## src/rtl/if_fetch.sv

```systemverilog
// if_fetch: instruction fetch stage. Generates the PC, runs a single-outstanding
// req/ack transaction on the instruction bus, and presents {pc, inst, valid} to
// the IF/ID register. A one-entry buffer absorbs a fetch completed under stall.
module if_fetch #(
  parameter int              WD       = 32,
  parameter logic [WD-1:0]   RESET_PC = 32'h0000_0000,
  parameter logic [WD-1:0]   NOP_INST = 32'h0000_0013
) (
  input  logic          clk,
  input  logic          rest,
  input  logic          jump_flag_i,
  input  logic [WD-1:0] jump_addr_i,
  input  logic          hold_flag_i,
  output logic          ibus_req_o,
  output logic [WD-1:0] ibus_addr_o,
  input  logic          ibus_ack_i,
  input  logic [WD-1:0] ibus_rdata_i,
  output logic [WD-1:0] if_pc_o,
  output logic [WD-1:0] if_inst_o,
  output logic          if_valid_o,
  output logic          ifid_refresh_o
);

  // IDLE  : one cycle after reset, no request
  // REQ   : request outstanding at r_pc
  // HOLD  : fetched word parked in the buffer while downstream stalls
  // DRAIN : redirect arrived mid-request; finish the old request, drop its data
  typedef enum logic [1:0] {
    ST_IDLE  = 2'd0,
    ST_REQ   = 2'd1,
    ST_HOLD  = 2'd2,
    ST_DRAIN = 2'd3
  } state_t;

  state_t        r_state;
  state_t        w_state_next;

  logic [WD-1:0] r_pc;          // address of the current / next request
  logic [WD-1:0] w_pc_next;
  logic [WD-1:0] r_tgt;         // redirect target remembered while draining
  logic [WD-1:0] w_tgt_next;

  logic [WD-1:0] r_if_pc;
  logic [WD-1:0] w_if_pc_next;
  logic [WD-1:0] r_if_inst;
  logic [WD-1:0] w_if_inst_next;
  logic          r_if_valid;
  logic          w_if_valid_next;

  logic [WD-1:0] r_buf_pc;
  logic [WD-1:0] w_buf_pc_next;
  logic [WD-1:0] r_buf_inst;
  logic [WD-1:0] w_buf_inst_next;
  logic          r_buf_valid;
  logic          w_buf_valid_next;

  logic [WD-1:0] w_jump_pc;
  logic [WD-1:0] w_pc_inc;
  logic [1:0]    w_unused_addr_bits;

  // Redirect targets are forced to word alignment; the low bits are don't-care.
  assign w_jump_pc          = {jump_addr_i[WD-1:2], 2'b00};
  assign w_unused_addr_bits = jump_addr_i[1:0];
  // Natural modulo-2^WD wrap of the PC.
  assign w_pc_inc           = r_pc + WD'(4);

  // Bus request is held through DRAIN so the old transaction completes cleanly.
  assign ibus_req_o     = (r_state == ST_REQ) || (r_state == ST_DRAIN);
  assign ibus_addr_o    = r_pc;
  assign if_pc_o        = r_if_pc;
  assign if_inst_o      = r_if_inst;
  assign if_valid_o     = r_if_valid;
  // IF/ID loads its NOP on a redirect or whenever nothing valid is presented.
  assign ifid_refresh_o = jump_flag_i | ~r_if_valid;

  // Next-state and datapath selection; a redirect outranks everything else.
  always_comb begin
    w_state_next     = r_state;
    w_pc_next        = r_pc;
    w_tgt_next       = r_tgt;
    w_if_pc_next     = r_if_pc;
    w_if_inst_next   = r_if_inst;
    w_if_valid_next  = r_if_valid;
    w_buf_pc_next    = r_buf_pc;
    w_buf_inst_next  = r_buf_inst;
    w_buf_valid_next = r_buf_valid;

    if (jump_flag_i) begin
      // Flush presented instruction and any buffered one, even under hold.
      w_if_valid_next  = 1'b0;
      w_if_inst_next   = NOP_INST;
      w_buf_valid_next = 1'b0;
      unique case (r_state)
        ST_IDLE, ST_HOLD: begin
          w_pc_next    = w_jump_pc;
          w_state_next = ST_REQ;
        end
        ST_REQ, ST_DRAIN: begin
          if (ibus_ack_i) begin
            // Old request completes now; its data is simply not used.
            w_pc_next    = w_jump_pc;
            w_state_next = ST_REQ;
          end else begin
            // Request still in flight: keep address, remember target.
            w_tgt_next   = w_jump_pc;
            w_state_next = ST_DRAIN;
          end
        end
        default: w_state_next = ST_IDLE;
      endcase
    end else begin
      unique case (r_state)
        ST_IDLE: begin
          w_state_next = ST_REQ;
        end
        ST_REQ: begin
          if (ibus_ack_i) begin
            w_pc_next = w_pc_inc;
            if (hold_flag_i) begin
              // Park the word; outputs must not move while stalled.
              w_buf_pc_next    = r_pc;
              w_buf_inst_next  = ibus_rdata_i;
              w_buf_valid_next = 1'b1;
              w_state_next     = ST_HOLD;
            end else begin
              w_if_pc_next    = r_pc;
              w_if_inst_next  = ibus_rdata_i;
              w_if_valid_next = 1'b1;
            end
          end else if (!hold_flag_i) begin
            // Waiting on the bus: present a bubble.
            w_if_valid_next = 1'b0;
            w_if_inst_next  = NOP_INST;
          end
        end
        ST_HOLD: begin
          if (!hold_flag_i) begin
            w_if_pc_next     = r_buf_pc;
            w_if_inst_next   = r_buf_inst;
            w_if_valid_next  = r_buf_valid;
            w_buf_valid_next = 1'b0;
            w_state_next     = ST_REQ;
          end
        end
        ST_DRAIN: begin
          if (ibus_ack_i) begin
            w_pc_next    = r_tgt;
            w_state_next = ST_REQ;
          end
        end
        default: w_state_next = ST_IDLE;
      endcase
    end
  end

  // State and datapath registers with synchronous active-low reset.
  always_ff @(posedge clk) begin
    if (!rest) begin
      r_state     <= ST_IDLE;
      r_pc        <= RESET_PC;
      r_tgt       <= RESET_PC;
      r_if_pc     <= RESET_PC;
      r_if_inst   <= NOP_INST;
      r_if_valid  <= 1'b0;
      r_buf_pc    <= RESET_PC;
      r_buf_inst  <= NOP_INST;
      r_buf_valid <= 1'b0;
    end else begin
      r_state     <= w_state_next;
      r_pc        <= w_pc_next;
      r_tgt       <= w_tgt_next;
      r_if_pc     <= w_if_pc_next;
      r_if_inst   <= w_if_inst_next;
      r_if_valid  <= w_if_valid_next;
      r_buf_pc    <= w_buf_pc_next;
      r_buf_inst  <= w_buf_inst_next;
      r_buf_valid <= w_buf_valid_next;
    end
  end

endmodule

```

## config.mk

```make
export PLATFORM = sky130hd
export DESIGN_NAME = if_fetch
export DESIGN_NICKNAME = d
export VERILOG_FILES = /design/src/rtl/if_fetch.sv
export SDC_FILE = /design/constraint.sdc
export NUM_CORES = 1
export LEC_CHECK = 0
export ABC_AREA = 1
export CAP_MARGIN = 10
export CORE_MARGIN = 5
export CORE_UTILIZATION = 49
export CTS_CLUSTER_DIAMETER = 30
export DETAILED_ROUTE_END_ITERATION = 7
export PLACE_DENSITY = 0.73
export REMOVE_ABC_BUFFERS = 1
export SETUP_SLACK_MARGIN = 0.4
export SYNTH_ARGS = -nofsm -noshare
export SYNTH_HDL_FRONTEND = slang
export SYNTH_SLANG_ARGS = --single-unit
```

## constraint.sdc

```tcl
create_clock -name clk -period 1.7 [get_ports clk]
set_input_delay 0.425 -clock clk [delete_from_list [all_inputs] [get_ports clk]]
set_output_delay 0.425 -clock clk [all_outputs]
set_load 0.005 [all_outputs]
```

After elaboration in Yosys (flattened, before gate mapping)
Index checks and enable logic that the tools add are counted.
Storage, ports and cells
  logic and storage cells: 72
  input port bits: 69
  output and inout bits: 99
  register bits after elaboration: 194
Cells by class
  reduce and logical (&&, ||, !) cells: 14
  add/subtract/negate cells: 1
  eq/ne operators: 12
  bitwise logic cells: 5
  mux-type cells: 31
Operators with widths (count)
  32-bit two-way mux: 11
  32-bit one-hot mux with 2 select lines: 4
  32-bit by 3-bit adder with 32-bit output, second input constant: 1
  4-bit AND reduction: 4
  3-bit inequality test, second input constant: 5
  2-bit two-way mux: 6
  2-bit inequality test, second input constant: 4
  2-bit one-hot mux with 4 select lines: 1
  1-bit two-way mux: 6
  3-bit AND reduction: 2
  2-bit OR reduction: 3
  5-bit AND reduction: 1
  2-bit == test, second input constant: 2
  1-bit NOT: 4
  1-bit one-hot mux with 2 select lines: 2
  2-bit one-hot mux with 2 select lines: 1
  3-bit nonzero test: 1
  2-bit by 1-bit == test with 1-bit output, second input constant: 1
  2-bit zero test: 1
  2-bit nonzero test: 1
  1-bit logical OR: 1
  1-bit bitwise OR: 1

Depth between registers and ports, before layout
  depth in word-level cells: 4
  mapped depth: 11
  gate-level depth less buffers: 11

Worst setup path after synthesis
Ideal clock, no wire load.
  path type: register -> register
  from: register r_state[1]
  to: register r_tgt[21]
  arrival time: 1407 ps
  data required time: 1581 ps
  path slack: 173 ps
  cell stages (with the launch flop): 10
  period minus slack after synthesis: 1527 ps
  buffers on the path: 3
  setup time: 119 ps
  cells stage by stage: dfxtp_1 -> ha_1 -> buf_2 -> inv_4 -> nand2_4 -> nand2_2 -> nor2_2 -> buf_2 -> buf_2 -> a21oi_1
On the way
  longest elaborated chain between the ends: 3
  elaborated cells on any way between the ends: 4
  classes of those cells: 2 x eq/ne; 2 x reduce/logical
RTL lines
  start: declaration: RTL line 35  | state_t r_state;
  start signal: assignment: RTL line 169  | r_state <= w_state_next;
  2-bit by 1-bit == test with 1-bit output / 2-bit == test (equally long branches): RTL line 93  | unique case (r_state)
  2-bit OR reduction (*): RTL line 93
  3-bit AND reduction (no source line) (*)
  end signal: assignment: RTL line 171  | r_tgt <= w_tgt_next;
  end: declaration: RTL line 40  | logic [WD-1:0] r_tgt;
Mark *: on every way between the ends. The rest lies on a longest branch, timed or not.
A chain may end at the register's enable or synchronous reset.

Final worst setup path
  from: register r_pc[12], in the netlist ibus_addr_o[12]
  to: register r_pc[15], in the netlist ibus_addr_o[15]
On the way
  longest elaborated chain between the ends: 4
RTL lines
  start: declaration: RTL line 38  | logic [WD-1:0] r_pc;
  start signal: assignment: RTL line 170  | r_pc <= w_pc_next;
  32-bit by 3-bit adder with 32-bit output: RTL line 65  | assign w_pc_inc = r_pc + WD'(4);
  32-bit two-way mux: RTL line 117  | if (ibus_ack_i) begin
  32-bit one-hot mux with 2 select lines: RTL line 112  | unique case (r_state)
  32-bit two-way mux: RTL line 88  | if (jump_flag_i) begin
Every way passes these cells. The select of a mux whose other input is x is not followed.

==> impl_metrics.yaml <==
clock_tree:
  cts_root_buffer: "clkbuf_16"
  clk_transition_reported_paths_ps: 80
  cts.sinks: 188
  postCtsHoldBufs: 0
  cts_tree: "done"
  clock_path_buffers: 2
  h-tree-depth: 4
  number_of_clock_buffers_inserted_by_tritoncts: 17
  clkLatencyLatePin_ps: 450
worst_setup_path:
  reg2reg_slack_ps: -360
  critical_path_class: "register to register"
  worstSetupStartpointType: "register"
  worst_ep_required_time_ps: 2030
  path_max_fanout: 3
  crit_path_end_kind: "register"
  arrival_ps: 2390
power_and_ir_drop:
  switching_portion_of_total_power_pct: 30.0
  pwr-share-seq_pct: 40.3
  comb_power_share_pct: 26.0
  power.leakage_uw: 0.00553
  pd_cells_nw_per_um2: 916
  clock_power_share_pct: 33.8
  switching_power_uw: 3720
  cell_internal_pwr_uw: 8660
  power.ir.vdd_worst_mv: 0.816
sta:
  final_setup_violation_count: 152
  slew_headroom_pct: 52.7
  worst_slack_ps: -359
  rsz0062_at_grt: "true"
  fmax_mhz: 486
  timing_max_transition_violations_final: 0
  worst-slew-pin-transition_ps: 710
  report.final.hold_viol_count: 0
  final.min_clock_period_ps: 2060
  finalCritPeriodShare_pct: 121
  worst_clock_skew_ps: 11.2
logic_synthesis:
  syn_area_um2: 8450
  post_synth_inst_count: 1172
  synthesis.yosys.warnings: 0
  yosysUniqueCellTypes: 38
  avgSynthCellArea_um2: 7.21
  yosysSeqAreaShare_pct: 44.6
  yosys_register_bits: 188
final_layout:
  finalInstanceArea_um2: 13500
  final.fill_count: 1030
  fraction_of_final_layout_cells_with_drive_strength_greater_than_1_pct: 37.9
  layout_common_cells: "nand2_1, a21oi_1, buf_6"
  synthesis_to_layout_area_growth_pct: 60.1
  num-nets-final: 1519
  final_core_utilization_pct: 79.0
  fin_cells: 1685
  layout_commonest_cell: "nand2_1"
floorplan:
  die_area_um2: 20000
  die_width_um: 141
  floorplan.die.height_um: 141
  floorplan.initialDensity_pct: 49.3
  core_area_um2: 17100
  rows: 48
  floorplan.io_pins: 168
routing:
  drc: 7
  firstDrtPassIters: 8
  drtIter0Drc: 1637
  route.detailed.wl_per_inst_um: 22.3
  vias: 10500
  route.antenna.remaining_nets: 0
  vias_per_cell: 6.23
  wirelength_mm: 37.5
placed_design:
  preCtsSetupSlack_ps: -193
  gp_congestion: 0.914
  dp_hpwl_mm: 16.8
  port_buffers: 161
  placed_cell_area_um2: 10600
  dp.cells: 1539
global_routing:
  grt_start_max_net_pins: 52
  grt_pass1_wl_mm: 45.3
  first_global_vias: 8717
  initial_antenna_violation_count: 2
  gr-usage-met1_pct: 37.5
  globalRoute.busiestLayer: "met2"
  grt_util_all_layers_pct: 28.1
  global_route.overflow_total: 0
  grt_util_met3_pct: 4.28
  grt_use_met2_pct: 45.1
worst_hold_path:
  hold_class: "register to register"
status:
  run_status: "finished, violations left"
  violations: "DRC, setup timing"
run:
  max-cap-violations: 0
==> repair_timing <==
action	CTS	global route
setup buffers	46	34
cloned	10	23
pin swaps	17	47
endpoints found under the setup margin	283	283
resized for setup	611	216
==> Yosys cell counts <==
| cell | count | area share, % |
|---|---|---|
| inv_1 | 75 | 3.3 |
| o21ai_0 | 151 | 8.9 |
| clkbuf_1 | 44 | 2.0 |
| a31oi_1 | 31 | 2.3 |
| a221oi_2 | 1 | 0.18 |
| ha_1 | 4 | 0.59 |
| conb_1 | 1 | 0.044 |
| o211ai_1 | 1 | 0.089 |
| a22oi_1 | 29 | 2.6 |
| o31ai_1 | 1 | 0.089 |
| nor2_4 | 7 | 0.93 |
| a21oi_1 | 159 | 9.4 |
| a211oi_1 | 13 | 1.2 |
| nand2_4 | 3 | 0.40 |
| nand2_2 | 4 | 0.30 |
| a21oi_2 | 1 | 0.10 |
| o2111ai_1 | 1 | 0.10 |
| nor3_1 | 1 | 0.059 |
| buf_2 | 28 | 1.7 |
| o22ai_1 | 1 | 0.074 |
| nor2_2 | 8 | 0.59 |
| o21a_1 | 1 | 0.089 |
| inv_2 | 4 | 0.18 |
| o21ai_2 | 1 | 0.10 |
| nand3_1 | 45 | 2.7 |
| dfxtp_1 | 188 | 45 |
| o221ai_1 | 2 | 0.21 |
| nor2_1 | 106 | 4.7 |
| buf_1 | 3 | 0.13 |
| nor3_4 | 1 | 0.19 |
| inv_4 | 1 | 0.074 |
| nand2_1 | 235 | 10 |
| xor2_1 | 6 | 0.62 |
| buf_6 | 1 | 0.13 |
| buf_4 | 4 | 0.36 |
| o21ai_1 | 1 | 0.059 |
| clkbuf_2 | 6 | 0.36 |
| and2_1 | 3 | 0.22 |
==> layout make-up <==
| class | instances | area [µm²] | share of cell area (%) |
|---|---|---|---|
| multi-input combinational | 821 | 4600 | 34.0 |
| tap | 225 | 282 | 2.08 |
| clock buffer | 24 | 492 | 3.64 |
| clock inverter | 8 | 106 | 0.786 |
| antenna | 1 | 2.50 | 0.0185 |
| sequential | 188 | 3940 | 29.1 |
| timing repair buffer | 338 | 3790 | 28.0 |
| inverter | 80 | 313 | 2.31 |
==> power groups by stage <==
stage	Combinational (µW)	Clock, µW	Sequential, µW
detailed placement	2000	0	5020
global placement	1970	0	5010
global route	3370	4350	5000
CTS	2540	4110	4920
finish	3220	4180	4980
floorplan	836	0	5000
==> critical path: stages (launching register included) <==
cell     delay [ps]
dfxtp_2         340
buf_4           120
nand2_1         110
nor2_2          240
nand2_1         170
o21ai_0         330
nand3_1         170
nand3_1         120
nand2_1          60
a21oi_1         280
==> logic make-up (layout without fill, tap and decap cells) <==
kind of cell | count (synthesis) | in the layout | share of synthesized area (%)
AO/OA/AOI/OAI | 394 | 394 | 25.5
XOR/XNOR | 6 | 6 | 0.622
buffers and inverters | 166 | 450 | 8.18
AND/OR/NAND/NOR | 413 | 413 | 20.5
adder cells (fa/ha/maj) | 4 | 4 | 0.593
other | 1 | 5 | 0.0444
flip-flops | 188 | 188 | 44.6
==> worst paths after layout <==
check,start,endpoint,depth (start not counted)
max,ibus_addr_o[12],ibus_addr_o[15],9
min reg2reg,if_inst_o[0],if_inst_o[0],2
min,if_inst_o[0],if_inst_o[0],2
max reg2reg,ibus_addr_o[12],ibus_addr_o[15],9
==> metrics by stage <==
stage / TNS, ps / hold slack, ps / power (µW)
floorplan: -216380 / 429 / 5830
global placement: -22660 / 441 / 6980
detailed placement: -24820 / 453 / 7010
CTS: 0 / 463 / 11600
global route: -16180 / 470 / 12700
finish: -9790 / 452 / 12400
==> routing by layer <==
layer,vias up,routed length (µm)
met3,295,4500
met1,4854,13600
met2,861,16600
met4,2,2790
li1,4487,-
met5,-,13
==> state kept, by name, indices dropped and copies added, names as in the netlist <==
register     count
r_state          2
if_pc_o         30
if_inst_o       32
r_buf_valid      1
r_tgt           30
ibus_addr_o     30
r_buf_inst      32
r_buf_pc        30
if_valid_o       1
Power figures use the tool's default switching activity.
